[src/rtl/demoman_pkg.sv]
// Shared types and constants for the sprite ROM path: address/data widths,
// RGB565 field layout and the requester index type.
package demoman_pkg;

    localparam int SPRITE_AW = 16;
    localparam int SPRITE_DW = 16;

    localparam int RGB_R_HI = 15;
    localparam int RGB_R_LO = 11;
    localparam int RGB_G_HI = 10;
    localparam int RGB_G_LO = 5;
    localparam int RGB_B_HI = 4;
    localparam int RGB_B_LO = 0;

    typedef logic req_id_t;

    localparam req_id_t REQ0 = 1'b0;
    localparam req_id_t REQ1 = 1'b1;

    function automatic logic [4:0] rgb565_r(input logic [15:0] px);
        return px[RGB_R_HI:RGB_R_LO];
    endfunction

    function automatic logic [5:0] rgb565_g(input logic [15:0] px);
        return px[RGB_G_HI:RGB_G_LO];
    endfunction

    function automatic logic [4:0] rgb565_b(input logic [15:0] px);
        return px[RGB_B_HI:RGB_B_LO];
    endfunction

endpackage

[src/rtl/rr_arb2.sv]
// Two-way round-robin grant unit. Grants are combinational; the last-granted
// pointer is the only state and moves only when a grant is issued.
module rr_arb2
    import demoman_pkg::*;
(
    input  logic clk,
    input  logic rst,
    input  logic req0,
    input  logic req1,
    output logic gnt0,
    output logic gnt1,
    output logic gnt_idx
);

    req_id_t last;

    // On contention the requester that did not win last time is favoured.
    always_comb begin
        gnt0 = 1'b0;
        gnt1 = 1'b0;
        if (req0 && req1) begin
            if (last == REQ1) begin
                gnt0 = 1'b1;
            end else begin
                gnt1 = 1'b1;
            end
        end else begin
            gnt0 = req0;
            gnt1 = req1;
        end
    end

    assign gnt_idx = gnt1;

    always_ff @(posedge clk or posedge rst) begin
        if (rst) begin
            last <= REQ1;
        end else if (gnt0 || gnt1) begin
            last <= gnt1 ? REQ1 : REQ0;
        end
    end

endmodule

[src/rtl/sprite_rom_arbiter.sv]
// Shares one synchronous sprite ROM read port between two requesters, tagging
// each read so the returning data is flagged for its owner LAT cycles later.
module sprite_rom_arbiter
    import demoman_pkg::*;
#(
    parameter int AW  = SPRITE_AW,
    parameter int DW  = SPRITE_DW,
    parameter int LAT = 1
) (
    input  logic          clk,
    input  logic          rst,
    input  logic          req0,
    input  logic [AW-1:0] addr0,
    output logic          gnt0,
    output logic          rvalid0,
    output logic [DW-1:0] rdata0,
    input  logic          req1,
    input  logic [AW-1:0] addr1,
    output logic          gnt1,
    output logic          rvalid1,
    output logic [DW-1:0] rdata1,
    output logic          rom_en,
    output logic [AW-1:0] rom_addr,
    input  logic [DW-1:0] rom_data,
    output logic [15:0]   gcnt0,
    output logic [15:0]   gcnt1
);

    function automatic logic [15:0] sat_inc(input logic [15:0] v);
        return (v == 16'hFFFF) ? v : v + 16'd1;
    endfunction

    logic    gnt_idx_raw;
    req_id_t gnt_idx;

    rr_arb2 u_arb (
        .clk     (clk),
        .rst     (rst),
        .req0    (req0),
        .req1    (req1),
        .gnt0    (gnt0),
        .gnt1    (gnt1),
        .gnt_idx (gnt_idx_raw)
    );

    assign gnt_idx  = gnt_idx_raw;
    assign rom_en   = gnt0 | gnt1;
    assign rom_addr = gnt0 ? addr0 : (gnt1 ? addr1 : '0);

    // Stage 0: tag captured alongside the ROM address register
    logic [LAT-1:0] vld_p;
    req_id_t        own_p [LAT];

    always_ff @(posedge clk or posedge rst) begin
        if (rst) begin
            vld_p[0] <= 1'b0;
        end else begin
            vld_p[0] <= rom_en;
        end
    end

    always_ff @(posedge clk) begin
        own_p[0] <= gnt_idx;
    end

    // Stages 1..LAT-1: tag shift matching the ROM read latency
    for (genvar s = 1; s < LAT; s++) begin : g_stage
        always_ff @(posedge clk or posedge rst) begin
            if (rst) begin
                vld_p[s] <= 1'b0;
            end else begin
                vld_p[s] <= vld_p[s-1];
            end
        end

        always_ff @(posedge clk) begin
            own_p[s] <= own_p[s-1];
        end
    end

    assign rvalid0 = vld_p[LAT-1] && (own_p[LAT-1] == REQ0);
    assign rvalid1 = vld_p[LAT-1] && (own_p[LAT-1] == REQ1);
    assign rdata0  = rom_data;
    assign rdata1  = rom_data;

    always_ff @(posedge clk or posedge rst) begin
        if (rst) begin
            gcnt0 <= 16'd0;
            gcnt1 <= 16'd0;
        end else begin
            if (gnt0) begin
                gcnt0 <= sat_inc(gcnt0);
            end
            if (gnt1) begin
                gcnt1 <= sat_inc(gcnt1);
            end
        end
    end

endmodule
[config.mk]
export PLATFORM = sky130hd
export DESIGN_NAME = sprite_rom_arbiter
export DESIGN_NICKNAME = d
export VERILOG_FILES = /design/src/rtl/demoman_pkg.sv /design/src/rtl/rr_arb2.sv /design/src/rtl/sprite_rom_arbiter.sv
export SDC_FILE = /design/constraint.sdc
export NUM_CORES = 1
export LEC_CHECK = 0
export BUFFER_PORTS_ARGS = -buffer_cell sky130_fd_sc_hd__clkbuf_2
export CORE_AREA = 4 4 83 85
export DETAILED_ROUTE_END_ITERATION = 6
export DIE_AREA = 0 0 87 89
export PLACE_DENSITY = 0.68
export SETUP_SLACK_MARGIN = 0.05
export SLEW_MARGIN = 30
export SYNTH_ARGS = -nofsm -noshare
export SYNTH_HDL_FRONTEND = slang
export SYNTH_SLANG_ARGS = --single-unit
[constraint.sdc]
create_clock -name clk -period 4.16 [get_ports clk]
set_input_delay 0.416 -clock clk [delete_from_list [all_inputs] [get_ports clk]]
set_output_delay 0.416 -clock clk [all_outputs]
set_load 0.01 [all_outputs]
==> results of run 1 <==
[flip-flops by register name, summed over array words and instances, names as in the netlist]
register,count
gcnt1,16
own_p,1
gcnt0,16
vld_p,1
u_arb.last,1
[cell usage in the layout, fill, tap and decap left out, types with 2 or more instances in the layout]
master	n
clkbuf_2	88
dfrtp_1	33
xor2_1	20
a22o_1	16
nand4_1	13
nand2_1	13
nor3_1	11
nand3_1	8
clkbuf_8	6
nor4_1	5
nor2_1	5
xnor2_1	5
and4_1	4
inv_1	4
mux2_2	4
and3_1	3
a211oi_1	3
nand2b_1	2
clkinv_1	2
a21oi_1	2
a311oi_1	2
ha_1	2
[metrics by stage]
stage | cells | utilization [%] | worst slack (ns) | instance area (µm²)
floorplan | 210 | - | 2.26 | 2110
global placement | 340 | 38.7 | 2.05 | 2400
detailed placement | 340 | 38.7 | 1.98 | 2400
CTS | 348 | 40.1 | 1.71 | 2490
global route | 348 | 40.1 | 1.58 | 2490
finish | 348 | 40.1 | 1.71 | 2490
[cell families after synthesis]
logic type / count (synthesis) / share of synthesized area [%]
XOR/XNOR: 25 / 10.4
multiplexers: 5 / 2.84
buffers and inverters: 42 / 13.2
AND/OR/NAND/NOR: 71 / 19.3
flip-flops: 35 / 41.3
adder cells (fa/ha/maj): 2 / 1.19
AO/OA/AOI/OAI: 30 / 11.7
[final cells by class]
| type | instances | area [µm²] |
|---|---|---|
| Inverter | 6 | 22.5 |
| Timing Repair Buffer | 89 | 448 |
| Clock inverter | 1 | 5.00 |
| Tap cell | 77 | 96.3 |
| Fill cell | 622 | 3710 |
| Clock buffer | 7 | 86.3 |
| Sequential cell | 35 | 872 |
| Multi-Input combinational cell | 133 | 960 |
[power by group through the flow]
stage	Combinational [mW]	Sequential, mW	Clock [mW]
after floorplan	0.211	0.539	0
after global placement	0.343	0.525	0
after detailed placement	0.350	0.527	0
after CTS	0.353	0.521	0.260
after global routing	0.388	0.544	0.274
final	0.348	0.523	0.251
[worst max-delay path by stage]
stage,startpoint,to,slack (ns),depth (start not counted)
finish,u_arb.last,rom_addr[10],1.71,4
global route,u_arb.last,rom_addr[12],1.58,4
floorplan,u_arb.last,rom_addr[10],2.26,5
CTS,u_arb.last,rom_addr[10],1.71,4
global placement,req1,rom_addr[3],2.05,5
detailed placement,req1,rom_addr[10],1.98,5
[layer usage]
metal  vias up  track usage, %  wire [µm]
li1        849               -          -
met1       852            17.6       2220
met2        51            19.8       2580
met3         4            3.41        280
met4         0            3.40         17
met5         -               0          0
[worst min-delay path, stage by stage]
cell and delay (ns):
clkbuf_2 0.08, inv_1 0.04, buf_4 0.39
==> run summary, run 1 <==
Post-CTS Resized - 0
DRT iter0 DRCs - 76
hold slack - 0.208 ns
WP data arrival - 2.03 ns
Req. time, crit path - 3.74 ns
WL/cell - 14.6 µm
Worst Path Class, Setup - reg -> out
Synth Register Bits - 35
Combinational Power Share - 31.0%
number of port buffers - 88
CP cell instances - a21bo_2, clkinv_1, a22o_1, clkbuf_2
Setup-failing EPs final - 0
first-pass GRT wire length - 7.93 mm
antenna-violating nets left - 0
clock sinks - 35
RSZ-0062 raised after global routing - no
post-route minimum period - 2.45 ns
TritonCTS clock tree - yes
# H-tree levels - 2
yosys warns - 0
slowest CP cell - dfstp_2
CP peak stage delay - 0.55 ns
peak supply drop - 0.223 mV
Int Pwr - 0.716 mW
Post-Syn Instances - 210
crit-path leading delay family - buffers and inverters
Net Sw Frac - 36.2%
Die Y - 89 µm
DR pass1 iterations - 4
area delta synth->final - 18.0%
top cell type's share of synthesized area - 39.1%
P_leak - 1.29 nW
Worst Reg-to-Reg Cells - 5
vias post-DR - 1756
sequential power share - 46.6%
worst flop-to-flop path startpoint - u_arb.last
Tot GR Track Use - 12.8%
worst-path fanout max - 19
Core ar. - 6200 µm²
later-pin clock latency in the skew report - 0.28 ns
Crit Reg-Reg Endpoint - gcnt1[9]
share of layout cells above drive strength 1 - 39.5%
number of vias per cell - 5.05
Sw Pwr - 0.406 mW
vias in the first global route - 1660
Hold-fix buffers, CTS - 0
clock power share - 22.4%
worst rel slew slack - 58.6%
number of synthesized flops with an enable pin - 0
nets - 324
r2r setup slk - 2.02 ns
die area - 7740 µm²
ys flop type - dfrtp_1
startpoint type of the worst setup path - flip-flop
max-slew violations - 0
Synth Cell Area - 2110 µm²
Mapped Nets - 264
Reg clk slew, reported paths - 0.08 ns
Synth area leaders - dfrtp_1, buf_4, xor2_1
Synth Area per Inst - 10.1 µm²
endpoint class of the critical path - primary output
Post CTS Setup Buffer Count - 0
max frequency - 0.408 GHz
CP Buf/Inv Count - 2
HPWL after detailed placement - 3.85 mm
Yosys top cell by area - dfrtp_1
initial antenna violation count - 0
largest net degree at the start of global routing - 35
PwrDens - 451 nW/µm²
asr flop ratio synth - 97.1%
Synth top cells by count - dfrtp_1, buf_4, xor2_1
status - finished clean
DR DRC count - 0
Initial Utilization - 34.0%
GRT Residual Overflow - 0
Hold Path Class - in -> async
Yosys cell types - 40
most frequent cell after synthesis - dfrtp_1
Detailed Route WL - 5.10 mm
Num CTS Buffers - 5
Std-Cell Rows - 29
Final Cycle Share - 58.8%
total power - 1.12 mW
TNS Setup - 0 ns
Root Buffer - clkbuf_8
worst-margin pin slew - 0.616 ns
Seq/Total Area, Yosys - 41.3%
CTS max path bufs - 2
max-cap violation count - 0
Fin. Hold Viols - 0
RePlAce Congestion - 0.775
die width - 87 µm
clock skew - 0.00529 ns
I/O pin total - 137
ant diodes - 0
Power figures use the tool's default switching activity.
==> run 2, diff against run 1 <==
--- a/config.mk
+++ b/config.mk
@@ -5,11 +5,12 @@
 export SDC_FILE = /design/constraint.sdc
 export NUM_CORES = 1
 export LEC_CHECK = 0
+export ABC_AREA = 1
 export BUFFER_PORTS_ARGS = -buffer_cell sky130_fd_sc_hd__clkbuf_2
-export CORE_AREA = 4 4 83 85
+export CORE_AREA = 4 4 90 92
 export DETAILED_ROUTE_END_ITERATION = 6
-export DIE_AREA = 0 0 87 89
-export PLACE_DENSITY = 0.68
+export DIE_AREA = 0 0 94 96
+export PLACE_DENSITY = 0.67
 export SETUP_SLACK_MARGIN = 0.05
 export SLEW_MARGIN = 30
 export SYNTH_ARGS = -nofsm -noshare
==> constraint.sdc (replaced) <==
create_clock -name clk -period 2.1 [get_ports clk]
set_input_delay 0.21 -clock clk [delete_from_list [all_inputs] [get_ports clk]]
set_output_delay 0.21 -clock clk [all_outputs]
set_load 0.01 [all_outputs]
==> run summary, run 2 <==
Sw Pwr - 0.685 mW
DRT iter0 DRCs - 55
antenna-violating nets left - 0
placed inst area - 2800 µm²
Num CTS Buffers - 5
max-cap violation count - 0
number of synthesized flops with an enable pin - 0
Initial Utilization - 34.4%
xor/xnor share of the synthesized area - 3.52%
worst flop-to-flop path startpoint - gcnt1[0]
Worst Path Class, Setup - reg -> out
DR pass1 iterations - 4
max-slew violations - 0
commonest non-fill, non-tap cell in the layout - nand2_1
DR DRC count - 0
CTS max path bufs - 2
ant diodes - 0
Seq/Total Area, Yosys - 35.1%
Fin. Hold Viols - 2
Req. time, crit path - 1.89 ns
Yosys top cell by area - dfrtp_1
Int Pwr - 1.32 mW
Synth Cell Area - 2480 µm²
nets - 467
WL/cell - 12.1 µm
status - finished with violations
Detailed Route WL - 6.19 mm
die area - 9020 µm²
Crit. Startpoint - u_arb.last
GRT Residual Overflow - 0
share of layout cells above drive strength 1 - 28.5%
endpoint class of the critical path - primary output
CP dominant cell by count - nand2_1
P_leak - 1.51 nW
cell area after layout - 2920 µm²
vias in the first global route - 2236
Setup-failing EPs final - 0
clock skew - 0.00397 ns
peak supply drop - 0.331 mV
top flop regs - gcnt0: 16 flops, gcnt1: 16 flops
slowest CP cell - dfstp_2
TNS Setup - 0 ns
FILL cells - 783
yosys warns - 0
worst-margin pin slew - 0.473 ns
r2r setup slk - 0.47 ns
hold slack - -0.00235 ns
PwrDens - 687 nW/µm²
area delta synth->final - 17.4%
clock power share - 26.9%
ys flop type - dfrtp_1
Tot GR Track Use - 13.9%
CP cell instances - nand2_1, nand2_1, clkinvlp_4, a22o_1, clkbuf_2
number of vias per cell - 4.55
crit-path leading delay family - flip-flops
vias post-DR - 2332
die width - 94 µm
Post-Syn Instances - 349
Synth top cells by count - nand2_1, dfrtp_1, buf_4, nor2_1, inv_1
Final Cycle Share - 92.4%
largest family of logic cells by synthesized area - simple AND/OR/NAND/NOR gates
HPWL after detailed placement - 4.81 mm
Core ar. - 7210 µm²
Hold-fix buffers, CTS - 0
Reg clk slew, reported paths - 0.07 ns
most frequent cell after synthesis - nand2_1
first-pass GRT wire length - 10.1 mm
post-route minimum period - 1.94 ns
Net Sw Frac - 34.2%
post-synthesis adder-cell area fraction - 1.01%
initial antenna violation count - 0
commonest non-fill, non-tap cells in the layout - nand2_1, clkbuf_2, dfrtp_1, nor2_1, inv_1
TritonCTS clock tree - yes
Yosys cell types - 30
Setup WS pre-CTS - 0.446 ns
sequential power share - 44.9%
Std-Cell Rows - 31
multiplexer share of the synthesized area - 0%
number of port buffers - 88
CP peak stage delay - 0.53 ns
I/O pin total - 137
# H-tree levels - 2
worst-path fanout max - 11
RSZ-0062 raised after global routing - no
Synth Area per Inst - 7.12 µm²
Synth Register Bits - 35
Compound-Gate Fraction of Synth Area - 8.96%
CP Buf/Inv Count - 2
fin util - 40.4%
final setup margin - 0.159 ns
Root Buffer - clkbuf_8
Synth area leaders - dfrtp_1, nand2_1, buf_4
Mapped Nets - 403
top cell type's share of synthesized area - 33.2%
Hold Path Class - in -> async
asr flop ratio synth - 97.1%
clock sinks - 35
Die Y - 96 µm
WP data arrival - 1.73 ns
max frequency - 0.515 GHz
worst rel slew slack - 68.2%
Combinational Power Share - 28.3%
failing checks - hold timing
RePlAce Congestion - 0.859
startpoint type of the worst setup path - flip-flop
Synth Area in Simple Gates - 35.6%
later-pin clock latency in the skew report - 0.28 ns
largest net degree at the start of global routing - 35
## run 2: changes by cell type after synthesis, moves of 5 or more
cell | previous run | this run
nor2_1 | 5 | 32
inv_1 | 4 | 30
nor4_1 | 5 | 0
nand3_1 | 8 | 15
xor2_1 | 20 | 5
nand2_1 | 13 | 131
nor3_1 | 11 | 5
o21ai_0 | 0 | 5
## run 2: cell type report
type                    count  area (µm²)  area share (%)
multi-input cells         246        1220            41.8
flip-flops and latches     35         872            29.9
repair buffers             92         470            16.1
inverters                  32         124            4.25
well taps                  99         124            4.25
clock buffers               8         100            3.43
repair inverters            1        7.51           0.257
## run 2: what timing repair did
action                     CTS  global route
buffers inserted             0             1
resized for setup            0             2
setup endpoints to repair    0            15
## run 2: cells by family (layout without fill, tap and decap cells)
family / after synthesis / count (layout)
xor gates and xnor gates: 10 / 10
AOI/OAI and AO/OA: 28 / 28
adders and majority gates: 2 / 2
and+or+nand+nor: 206 / 206
DFF: 35 / 35
buffers and inverters: 68 / 133
## run 2: metal layers
metal  wire [µm]  track usage [%]
met2        2940             22.6
met1        2820             18.1
met3         359             3.52
met5           0                0
met4          76             4.69
## run 2: stage by stage
stage	instances	total power, mW
floorplan	349	1.31
global placement	503	1.47
detailed placement	503	1.49
CTS	511	2.04
global route	513	2.16
finish	513	2.00
## run 2: final timing paths
path,endpoint,cells past startpoint
setup reg to reg,gcnt1[5],8
min in group clk,vld_p,2
hold / removal,gcnt1[13],3
setup / recovery,rom_addr[10],5
hold reg to reg,u_arb.last,2
max in group asynchronous,u_arb.last,3
## run 2: power groups by stage
stage / clock (mW) / combinational [mW] / sequential, mW
finish: 0.538 / 0.566 / 0.900
global route: 0.594 / 0.638 / 0.925
CTS: 0.563 / 0.573 / 0.902
detailed placement: 0 / 0.572 / 0.914
global placement: 0 / 0.562 / 0.910
floorplan: 0 / 0.376 / 0.933
## run 2: worst reg2reg max path, delay by kind of cell, from the launching register on
family          cells  cell delay [ns]
flops               1             0.43
simple gates        5             0.42
compound gates      1             0.42
fa+ha+maj           1             0.26
buf+inv             1             0.06
==> run 3, diff against run 2 <==
==> constraint.sdc (replaced) <==
create_clock -name clk -period 1.7 [get_ports clk]
set_input_delay 0.17 -clock clk [delete_from_list [all_inputs] [get_ports clk]]
set_output_delay 0.17 -clock clk [all_outputs]
set_load 0.01 [all_outputs]
==> run summary, run 3 (synthesized netlist as in run 2, its figures left out) <==
Root Buffer - clkbuf_8
Final Instance Count excl. Fillers - 526
max-slew violations - 0
Req. time, crit path - 1.53 ns
die area - 9020 µm²
worst rel slew slack - 70.4%
later-pin clock latency in the skew report - 0.28 ns
Fin. Hold Viols - 0
I/O pin total - 137
Reg clk slew, reported paths - 0.08 ns
Tot GR Track Use - 14.0%
DP Cell Count - 508
Std-Cell Rows - 31
TritonCTS clock tree - yes
clock sinks - 35
Hold Path Class - in -> reg
initial antenna violation count - 0
Initial Utilization - 34.4%
CTS max path bufs - 2
status - finished with violations
CP dominant cell by count - nand2_2
Die Y - 96 µm
FILL cells - 741
fin util - 42.5%
met3 GRT Util - 3.60%
CP cell instances - nand2_2, nand2_2, clkinvlp_4, buf_12, a22o_1, clkbuf_2
cell area after layout - 3070 µm²
grt met1 use - 17.6%
ant diodes - 0
clock skew - 0.00992 ns
worst-path fanout max - 18
Core ar. - 7210 µm²
DRT iter0 DRCs - 94
RePlAce Congestion - 0.849
HPWL after detailed placement - 4.81 mm
largest net degree at the start of global routing - 35
max frequency - 0.577 GHz
Num CTS Buffers - 5
failing checks - setup timing
gr busiest metal - met2
final setup margin - -0.0343 ns
peak supply drop - 0.438 mV
vias in the first global route - 2333
Setup WS pre-CTS - 0.0986 ns
WP data arrival - 1.56 ns
commonest non-fill, non-tap cell in the layout - nand2_1
antenna-violating nets left - 0
GRT Residual Overflow - 0
post-route minimum period - 1.73 ns
placed inst area - 2840 µm²
max-cap violation count - 0
area delta synth->final - 23.4%
Worst Path Class, Setup - reg -> out
CP peak stage delay - 0.54 ns
number of vias per cell - 4.62
PwrDens - 825 nW/µm²
endpoint class of the critical path - primary output
slowest CP cell - dfstp_2
die width - 94 µm
worst-margin pin slew - 0.444 ns
P_leak - 1.58 nW
Detailed Route WL - 6.36 mm
nets - 481
first-pass GRT wire length - 10.4 mm
startpoint type of the worst setup path - flip-flop
DR pass1 iterations - 5
met2 Use GR - 24.2%
RSZ-0062 raised after global routing - yes
vias post-DR - 2431
commonest non-fill, non-tap cells in the layout - nand2_1, clkbuf_2, dfrtp_1, nor2_1, inv_1
Final Cycle Share - 102%
top flop regs - gcnt0: 16 flops, gcnt1: 16 flops
# H-tree levels - 2
number of port buffers - 88
TNS Setup - -0.296 ns
Setup-failing EPs final - 16
DR DRC count - 0
share of layout cells above drive strength 1 - 32.3%
WL/cell - 12.1 µm
## run 3: cell count changes in the layout (fill, tap and decap cells not counted), sizes merged
cell and delta:
buf +13, dlygate4sd3 +1, clkbuf -3, clkinv +1
clkinvlp +1
## run 3: cell type report
class | instances | area, µm² | share of cell area (%)
timing repair buffer | 105 | 583 | 19.0
clock inverter | 1 | 5.00 | 0.163
tap | 99 | 124 | 4.04
timing repair inverter | 2 | 15.0 | 0.490
clock buffer | 6 | 82.6 | 2.69
multi-input combinational | 246 | 1260 | 41.0
inverter | 32 | 126 | 4.12
sequential | 35 | 872 | 28.4
## run 3: critical path, delay by kind of cell, from the launching register on
kind                   cells  cell delay, ns
DFF                        1            0.54
and+or+nand+nor            2            0.13
AOI/OAI and AO/OA          1            0.22
buffers and inverters      3            0.38
## run 3: power breakdown
group,internal [mW],switching (mW),total [mW],leakage (nW)
Combinational,0.372,0.421,0.793,1.08
Clock,0.318,0.300,0.618,0.0470
Sequential,0.952,0.166,1.12,0.456
Total,1.64,0.887,2.53,1.58
## run 3: stage by stage
stage / hold WS, ns / total power, mW
floorplan: 0.311 / 1.62
global placement: 0.280 / 1.83
detailed placement: 0.292 / 1.85
CTS: 0.152 / 2.52
global route: 0.171 / 2.70
finish: 0.160 / 2.53
## run 3: path summary, 6_finish.rpt
| kind | depth (start not counted) | start | slack, ns | end |
|---|---|---|---|---|
| min in group asynchronous | 4 | rst | 0.51 | gcnt1[10] |
| max in group asynchronous | 4 | rst | 0.85 | u_arb.last |
| max | 6 | u_arb.last | -0.03 | rom_addr[4] |
| min | 2 | req1 | 0.16 | vld_p |
| max reg2reg | 10 | u_arb.last | 0.15 | gcnt1[14] |
| min reg2reg | 2 | u_arb.last | 0.53 | u_arb.last |
## run 3: metal layers
layer / routed length (µm) / vias up
li1: - / 1235
met3: 326 / 8
met1: 2820 / 1141
met5: 0 / -
met4: 55 / 0
met2: 3160 / 47
## run 3: what timing repair did
action | 4_1_cts | 5_1_grt
setup endpoints to repair | 17 | 41
setup buffers | 4 | 4
resized for setup | 4 | 10
hold buffers | 1 | 0
endpoints found under the hold margin | 33 | 0
gates cloned | 1 | 1
pin swaps | 0 | 3
